<file path="config.mk">
export PLATFORM = sky130hd
export DESIGN_NAME = codec_cfg_seq
export DESIGN_NICKNAME = d
export VERILOG_FILES = /design/src/rtl/codec_cfg_seq.sv
export SDC_FILE = /design/constraint.sdc
export NUM_CORES = 1
export LEC_CHECK = 0
export BUFFER_PORTS_ARGS = -buffer_cell sky130_fd_sc_hd__buf_4
export CAP_MARGIN = 10
export CORE_MARGIN = 8
export CORE_UTILIZATION = 35
export DETAILED_ROUTE_END_ITERATION = 8
export PLACE_DENSITY = 0.51
export SKIP_LAST_GASP = 1
export SLEW_MARGIN = 20
export SYNTH_ARGS = -nofsm -noshare
export SYNTH_HDL_FRONTEND = slang
export SYNTH_SLANG_ARGS = --single-unit
</file>
<file path="constraint.sdc">
create_clock -name clk -period 7.4 [get_ports clk]
set_input_delay 1.85 -clock clk [delete_from_list [all_inputs] [get_ports clk]]
set_output_delay 1.85 -clock clk [all_outputs]
set_load 0.005 [all_outputs]
</file>
<file path="src/rtl/codec_cfg_seq.sv">
// Power-up configuration sequencer for the audio codec: walks a fixed
// 11-entry register table and writes each entry through the shared I2C master.
module codec_cfg_seq #(
    parameter logic [7:0] DEV_ADDR       = 8'h34,
    parameter int         BOOT_DELAY     = 1000,
    parameter int         GAP_CYCLES     = 500,
    parameter int         TIMEOUT_CYCLES = 200000,
    parameter int         MAX_RETRY      = 3,
    parameter bit         AUTO_START     = 1'b1
) (
    input  logic        clk,
    input  logic        rst_n,
    input  logic        start_i,
    output logic        is_send_o,
    output logic [7:0]  i2c_addr_o,
    output logic [15:0] i2c_data_o,
    input  logic        is_done_i,
    input  logic        is_busy_i,
    output logic        cfg_busy_o,
    output logic        cfg_done_o,
    output logic        cfg_error_o,
    output logic [3:0]  cfg_index_o
);

    typedef enum logic [2:0] {
        S_BOOT,
        S_IDLE,
        S_LAUNCH,
        S_REQ,
        S_WAIT,
        S_GAP,
        S_DONE,
        S_ERROR
    } state_e;

    localparam int CNT_MAX = (BOOT_DELAY > GAP_CYCLES) ? BOOT_DELAY : GAP_CYCLES;
    localparam int CNT_W   = $clog2(CNT_MAX + 1);

    localparam logic [CNT_W-1:0] BOOT_LAST  = CNT_W'(BOOT_DELAY - 1);
    localparam logic [CNT_W-1:0] GAP_LAST   = CNT_W'(GAP_CYCLES - 1);
    localparam logic [17:0]      TMO_LAST   = 18'(TIMEOUT_CYCLES - 1);
    localparam logic [3:0]       LAST_INDEX = 4'd10;

    function automatic logic [15:0] tableEntry(input logic [3:0] idx);
        logic [15:0] word;
        case (idx)
            4'd0:    word = 16'h1E00;
            4'd1:    word = 16'h0C00;
            4'd2:    word = 16'h0017;
            4'd3:    word = 16'h0217;
            4'd4:    word = 16'h0479;
            4'd5:    word = 16'h0679;
            4'd6:    word = 16'h0812;
            4'd7:    word = 16'h0A00;
            4'd8:    word = 16'h0E02;
            4'd9:    word = 16'h1000;
            4'd10:   word = 16'h1201;
            default: word = 16'h0000;
        endcase
        return word;
    endfunction

    state_e           state_q, state_d;
    logic [3:0]       index_q, index_d;
    logic [1:0]       retry_q, retry_d;
    logic [CNT_W-1:0] cnt_q, cnt_d;
    logic [17:0]      tmo_q, tmo_d;
    logic             okay_q, okay_d;
    logic [15:0]      data_q, data_d;
    logic             isSend_q;
    logic             cfgBusy_q;
    logic             cfgDone_q;
    logic             cfgError_q;
    logic             busySync_q, busyPrev_q;
    logic             doneSync_q, donePrev_q;

    logic        busyFall;
    logic        doneRise;
    logic        tmoHit;
    logic [17:0] tmoNext;
    logic        fail;
    logic        restart;

    assign busyFall = busyPrev_q & ~busySync_q;
    assign doneRise = doneSync_q & ~donePrev_q;
    assign tmoHit   = (tmo_q >= TMO_LAST);
    assign tmoNext  = (tmo_q == 18'h3FFFF) ? tmo_q : tmo_q + 18'd1;

    // Next-state logic; a done rise is checked before NACK/timeout so simultaneous events count as success
    always_comb begin
        state_d = state_q;
        index_d = index_q;
        retry_d = retry_q;
        cnt_d   = cnt_q;
        tmo_d   = tmo_q;
        okay_d  = okay_q;
        data_d  = data_q;
        fail    = 1'b0;
        restart = 1'b0;

        case (state_q)
            S_BOOT: begin
                if (busySync_q) begin
                    cnt_d = '0;
                end else if (cnt_q == BOOT_LAST) begin
                    cnt_d = '0;
                    if (AUTO_START) begin
                        restart = 1'b1;
                    end else begin
                        state_d = S_IDLE;
                    end
                end else begin
                    cnt_d = cnt_q + 1'b1;
                end
            end
            S_IDLE, S_DONE, S_ERROR: begin
                if (start_i) begin
                    restart = 1'b1;
                end
            end
            S_LAUNCH: begin
                if (!busySync_q) begin
                    tmo_d   = '0;
                    state_d = S_REQ;
                end
            end
            S_REQ: begin
                tmo_d = tmoNext;
                if (busySync_q) begin
                    state_d = S_WAIT;
                end else if (tmoHit) begin
                    fail = 1'b1;
                end
            end
            S_WAIT: begin
                tmo_d = tmoNext;
                if (doneRise) begin
                    okay_d  = 1'b1;
                    cnt_d   = '0;
                    state_d = S_GAP;
                end else if (busyFall || tmoHit) begin
                    fail = 1'b1;
                end
            end
            S_GAP: begin
                if (cnt_q == GAP_LAST) begin
                    cnt_d = '0;
                    if (!okay_q) begin
                        state_d = S_LAUNCH;
                    end else if (index_q == LAST_INDEX) begin
                        state_d = S_DONE;
                    end else begin
                        index_d = index_q + 4'd1;
                        retry_d = '0;
                        state_d = S_LAUNCH;
                    end
                end else begin
                    cnt_d = cnt_q + 1'b1;
                end
            end
            default: begin
                state_d = S_BOOT;
            end
        endcase

        if (fail) begin
            retry_d = retry_q + 2'd1;
            okay_d  = 1'b0;
            cnt_d   = '0;
            state_d = ((int'(retry_q) + 1) < MAX_RETRY) ? S_GAP : S_ERROR;
        end

        if (restart) begin
            state_d = S_LAUNCH;
            index_d = '0;
            retry_d = '0;
            cnt_d   = '0;
        end

        // The write word is latched only while launching, so it holds through REQ and WAIT
        if (state_d == S_LAUNCH) begin
            data_d = tableEntry(index_d);
        end
    end

    // Master handshake is assumed busy until proven otherwise, since the master has no reset
    always_ff @(posedge clk or negedge rst_n) begin
        if (!rst_n) begin
            state_q    <= S_BOOT;
            index_q    <= '0;
            retry_q    <= '0;
            cnt_q      <= '0;
            tmo_q      <= '0;
            okay_q     <= 1'b0;
            data_q     <= 16'h0000;
            isSend_q   <= 1'b0;
            cfgBusy_q  <= 1'b0;
            cfgDone_q  <= 1'b0;
            cfgError_q <= 1'b0;
            busySync_q <= 1'b1;
            busyPrev_q <= 1'b1;
            doneSync_q <= 1'b0;
            donePrev_q <= 1'b0;
        end else begin
            state_q    <= state_d;
            index_q    <= index_d;
            retry_q    <= retry_d;
            cnt_q      <= cnt_d;
            tmo_q      <= tmo_d;
            okay_q     <= okay_d;
            data_q     <= data_d;
            isSend_q   <= (state_d == S_REQ);
            cfgBusy_q  <= (state_d == S_LAUNCH) || (state_d == S_REQ) ||
                          (state_d == S_WAIT) || (state_d == S_GAP);
            cfgDone_q  <= (state_d == S_DONE);
            cfgError_q <= (state_d == S_ERROR);
            busySync_q <= is_busy_i;
            busyPrev_q <= busySync_q;
            doneSync_q <= is_done_i;
            donePrev_q <= doneSync_q;
        end
    end

    assign is_send_o   = isSend_q;
    assign i2c_addr_o  = DEV_ADDR;
    assign i2c_data_o  = data_q;
    assign cfg_busy_o  = cfgBusy_q;
    assign cfg_done_o  = cfgDone_q;
    assign cfg_error_o = cfgError_q;
    assign cfg_index_o = index_q;

endmodule

</file>
---- Word-level counts from Yosys, hierarchy flattened ----
Memories as Yosys holds them, arrays and structs flattened. A register that Yosys moved wholly into a read port is not among the register bits.
Index checks and enable logic that the tools add are counted.
word-level totals
  bits in registers ....................... 62
  ROM bits ................................ 176
  bits of input ports ..................... 5
  output and inout port bits .............. 32
  memories ................................ 1
operators by class
  $add $sub $neg .......................... 5
  magnitude comparators ................... 2
  equality and inequality tests ........... 21
  multiplexer cells ....................... 43
  bitwise logic cells ..................... 4
  reduce and logical (&&, ||, !) cells .... 19
memory list
  name             words  width  read ports  clocked after Yosys merged registers in  wr ports  line  source
  (no name shown)  16     11     1           1                                        0         46    case (idx)
operators with widths
  kind                                                   count
  two-way mux 10 bit                                     6
  two-way mux 18 bit                                     2
  case mux 18 bit (2 select lines)                       1
  case mux 10 bit (3 select lines)                       1
  equality test 3 bit (second input constant)            8
  two-way mux 3 bit                                      8
  two-way mux 4 bit                                      5
  adder 18 x 1 -> 18 bit (second input constant)         1
  equality test 18 bit (second input constant)           1
  >= comparator 18 bit (second input constant)           1
  two-way mux 2 bit                                      7
  equality test 3 x 2 -> 1 bit (second input constant)   4
  case mux 3 bit (4 select lines)                        1
  adder 10 x 1 -> 10 bit (second input constant)         1
  equality test 10 bit (second input constant)           1
  equality test 10 x 9 -> 1 bit (second input constant)  1
  two-way mux 1 bit                                      10
  nonzero test 3 bit                                     3
  nonzero test 2 bit                                     3
  nonzero test 5 bit                                     1
  adder 4 x 1 -> 4 bit (second input constant)           1
  equality test 4 bit (second input constant)            1
  logical OR 1 bit                                       4
  inequality test 2 bit (second input constant)          2
  other kinds (16)                                       20

---- Depth between registers and ports, before layout ----
  word-level depth ........................ 12
  depth in mapped cells ................... 12
  depth with buffers taken out ............ 12

---- Worst setup path before layout ----
OpenSTA, ideal clock, no wires.
  path type ............................... input to register
  from .................................... input port start_i
  to ...................................... register data_q[1] (netlist: i2c_data_o[1])
  setup time .............................. 0.125 ns
  arrival time ............................ 3.327 ns
  setup slack ............................. 3.949 ns
  cell stages on the path ................. 10
  cells stage by stage .................... o21ai_0 > and2_1 > clkbuf_1 > nand2b_1 > ha_1 > inv_1 > a21oi_1 > mux2_2 > a21oi_1 > mux2i_1
on the way
  word-level cells in the longest chain between the ends .. 4
ends and longest elaborated chain
  element                              line  source
  start: declaration                   13    input logic start_i,
  two-way mux 1 bit (*)                117   if (start_i) begin
  case mux 1 bit (2 select lines) (*)  101   case (state_q)
  two-way mux 3 bit                    173   if (restart) begin
  equality test 3 x 2 -> 1 bit         181   if (state_d == S_LAUNCH) begin
  end: declaration                     69    logic [15:0] data_q, data_d;
Mark *: on every way between the ends. The rest lies on a longest branch, timed or not.
A chain may end at the register's enable or synchronous reset.

---- Worst setup path in the final report ----
Same ends and word-level chain as after synthesis.

==> flow_results.org <==
** Run status
- The run finished with clean final reports.

** Synth
- Post-Syn Area :: ~3400 µm²
- Counting distinct cell types in the post-synthesis netlist gives 66.
- Number of enable-type register cells in the synthesized netlist :: 0
- For this run, the number of Yosys warnings is 0.
- Register area share after synthesis :: approximately two fifths
- For this run, the leading register cell type out of synthesis is dfrtp_1.
- Averaged over all synthesized cells, the footprint is 9.180 µm².
- In the synthesized netlist the async set-or-reset flop fraction comes to 100.0%.
- In this run, synthesis produced a sequential element count of between 50 and 60.
- Mapped Cells :: 368

** Place
- The wire-length estimate of the detail-placed layout is ~5.4 mm.
- Placed cell count :: 509
- At the end of routability-driven placement, the weighted congestion stood at 0.7978.
- During placement, the flow inserted port buffers numbering 23.

** Final layout
- The multi-input combinational cells in the finished layout cover a total of 1828 µm².
- The repair_antennas step left the layout with diodes totalling 0.
- Fill count :: 1027
- Commonest non-fill, non-tap cell in the layout :: dfrtp_1
- Syn-to-layout area delta :: 9.259%
- Net total in the final layout :: 400
- Area taken by flip-flops and latches :: 1379 µm²
- Of the cells placed in the final design, the portion with a size suffix greater than 1 is between 10% and 20%.
- The finished layout holds 517 standard cells, fillers aside.
- Highest-count cells in the layout ignoring fill and taps :: 53 x dfrtp_1, 42 x nand2_1, 36 x nor2_1, 24 x buf_4, 16 x a21oi_1

** Min path
- The worst hold path was traced through 0 stages.
- In this run the worst hold path is classified as register to register.

** Clock tree
- TritonCTS created 5 clock buffers.
- After clock tree synthesis, the setup repair step added 0 buffers.
- The tree is rooted in a clkbuf_8.
- Maximum clock path buffer count :: 2
- TritonCTS clock tree :: yes
- Buffers inserted to repair hold after CTS numbered 0.
- Number of H-tree levels :: 2
- Count of cells resized by post-cts repair :: 0
- Clock net sink count :: 55
- Source-to-sink clock delay at the later pin of the worst-skew pair :: 310 ps
- Clk slew on worst S/H paths :: between 100 and 150 ps

** Setup path
- Cell depth of the worst setup path :: 10
- Largest stage delay on the critical path :: 430 ps
- Endpoint of the worst register-to-register path :: i2c_data_o[0]
- The slowest stage of the critical path is the and2_1 cell.
- Startpoint type of the worst setup path :: input pin
- Dominant cell type by count on the critical path :: a21oi_1
- Classification of the worst setup path :: input pin to register
- Worst Path Arrival :: 3580 ps
- The setup check on the worst reg-to-reg path leaves a slack of 4340 ps.
- Kind of capture point of the worst setup path :: register
- Worst EP required :: 7590 ps
- CP Launch Point :: start_i
- Start of the worst register-to-register path :: cnt_q[0]
- The critical path contains buffers and inverters numbering 2 combined.
- In this design, the largest share of critical-path delay is due to simple AND/OR/NAND/NOR gates.
- The number of cells on the worst reg-to-reg path is 9.
- CP cell instances :: buf_4 > o21ai_0 > and2_1 > nand2b_1 > ha_1 > inv_1 > a21oi_1 > mux2_2 > a21oi_1 > mux2i_1
- The critical path ends at i2c_data_o[1].
- In this run the worst path has a maximum fanout of 10.

** Routing
- Post-DRT Antenna Nets :: 0
- Post-DR vias/cell :: between 4 and 5
- Iteration-0 DRC count of the detailed router :: 132
- Dividing the detail-routed wire length by the instance count gives 14.15 µm.
- The routed layout has ~2600 vias.
- After detailed routing, the number of remaining DRC violations is 0.
- For this run, the detailed router's first-pass iteration total came to 5.
- Detailed-route wire length :: 7.315 mm

** Pwr
- Dividing total power by cell area gives a power density of 227.6 nW/µm².
- Part of the power in the clock network :: 20.3%
- Across the VDD grid, the largest voltage drop is 99.34 µV.
- The design draws 840.1 µW.
- Of the total power, combinational logic draws 33.8%.
- In this run the power spent charging and discharging nets is around 330 µW.
- Cell leakage power :: 0.001647 µW
- Net switching is 39.57% of the power.
- Internal power summed over all cells :: 507.7 µW
- Per report_power, the sequential group accounts for 45.8% of the total.

** STA
- Clock skew on the completed layout was measured at between 10 and 15 ps.
- In this run the tightest slew margin relative to its limit is 38.07%.
- Final setup violation count :: 0
- Final-layout setup total negative slack :: 0 ps
- Min Tclk post-route :: 3381 ps
- Hold slack final :: 395.0 ps
- Final period util :: a little under half
- For the pin with the worst max-slew slack, the measured transition is roughly 920 ps.
- Setup repair after global routing left no endpoint under its margin.
- Final Max Slew Viols :: 0
- Based on the critical path, the design can be clocked at up to 295.8 MHz.
- The count of endpoints failing hold in the final timing report is 0.

** GRT
- The number of global-route vias before repair came to 2554.
- The first global-routing pass estimated 12.55 mm of wire.
- Pin count of the biggest net entering global routing :: 56
- Total track usage :: 11.73%
- After global routing the overflow that remains totals 0.
- Antenna violations before repair :: 0

** Floorplan
- Number of rows in the core area :: 36
- The floorplan step defined a die boundary enclosing 13050 µm².
- Measured along the y axis, the die boundary spans 114.2 µm.
- Effective utilization at floorplan :: 35.38%
- Area of the placeable core :: about 9500 µm²
- Num ports :: 37
- Die X :: 114.2 µm

** Flow run
- Max_cap viols :: 0
[power groups by stage]
stage	combinational, µW	clock [µW]	sequential, µW
2_1_floorplan	231	0	367
3_3_place_gp	288	0	390
3_5_place_dp	289	0	390
4_1_cts	290	181	385
5_1_grt	331	193	392
6_report	284	171	385
[worst min path at each step]
| stage | slack (ps) | end | start |
|---|---|---|---|
| 6_report | 400 | donePrev_q | doneSync_q |
| 5_1_grt | 400 | donePrev_q | doneSync_q |
| 4_1_cts | 400 | donePrev_q | doneSync_q |
| 3_5_place_dp | 370 | donePrev_q | doneSync_q |
| 3_3_place_gp | 360 | donePrev_q | doneSync_q |
| 2_1_floorplan | 350 | busyPrev_q | busySync_q |
[synth_stat cells (all sizes together) (3+ instances only)]
master | count | area share, %
inv | 12 | 1.3
nand3 | 11 | 1.6
xnor2 | 15 | 3.9
a21oi | 16 | 2.4
ha | 12 | 4.4
or2 | 3 | 0.56
o21ai | 19 | 3.1
mux2i | 8 | 2.4
nand4 | 14 | 2.6
nor2b | 4 | 0.74
nand3b | 5 | 1.5
nand2 | 42 | 4.7
xor2 | 9 | 2.3
o31a | 3 | 0.78
mux2 | 4 | 1.3
a31oi | 4 | 1.2
nor4 | 5 | 0.93
and2 | 6 | 1.1
nor3 | 10 | 1.8
dfrtp | 53 | 39
or3 | 3 | 0.70
nor2 | 36 | 4.0
nand2b | 7 | 1.3
and3 | 3 | 0.56
buf | 20 | 4.2
clkbuf | 7 | 0.78
[flip-flops by register name, indices dropped and copies added (netlist names)]
| signal | flops |
|---|---|
| cfg_busy_o | 1 |
| state_q | 3 |
| busyPrev_q | 1 |
| i2c_data_o | 9 |
| busySync_q | 1 |
| donePrev_q | 1 |
| cfg_error_o | 1 |
| retry_q | 2 |
| tmo_q | 18 |
| cfg_index_o | 4 |
| cfg_done_o | 1 |
| doneSync_q | 1 |
| okay_q | 1 |
| cnt_q | 10 |
| is_send_o | 1 |
[metrics by stage]
step / setup slack [ps] / cell area (µm²) / utilization (%)
after floorplan: 3949 / 3420 / -
after global placement: 3746 / 3598 / 37.68
after detailed placement: 3697 / 3598 / 37.68
after CTS: 4029 / 3691 / 38.65
after global routing: 3846 / 3691 / 38.65
final: 4019 / 3691 / 38.65
[logic make-up after synthesis]
family	Yosys count	share of synthesized area, %
AOI/OAI and AO/OA	62	12.70
xor gates and xnor gates	24	6.222
adders and majority gates	12	4.444
buffers and inverters	39	6.296
DFF	55	40.81
muxes	12	3.704
other	2	0.2223
and+or+nand+nor	162	25.59
[worst reg2reg max path, cell delays in order (launching register included)]
cell       delay [ps]
dfrtp_1           430
ha_1              300
nand4bb_1         180
nor4_1            310
mux2i_1           790
nand2b_1          230
inv_1              90
ha_1              300
mux2i_1            70
mux2_2            260
[cell type report]
cell class / instances / area share [%]
clock buffer: 5 / 1.864
clock inverter: 3 / 0.6441
inverter: 12 / 1.220
multi-input combinational: 285 / 49.53
sequential: 55 / 37.36
tap: 133 / 4.508
timing repair buffer: 24 / 4.881
[layer usage]
layer | up-vias | global-route usage (%) | part of all wire [%] | wire (µm)
met5 | - | 0 | 0 | 0
met4 | 0 | 3.283 | 1.1 | 82
met3 | 8 | 2.110 | 3.2 | 235
met2 | 35 | 20.31 | 49 | 3601
met1 | 1231 | 14.54 | 46 | 3396
li1 | 1304 | - | - | -
No activity file was read; power rests on OpenSTA's default activity.
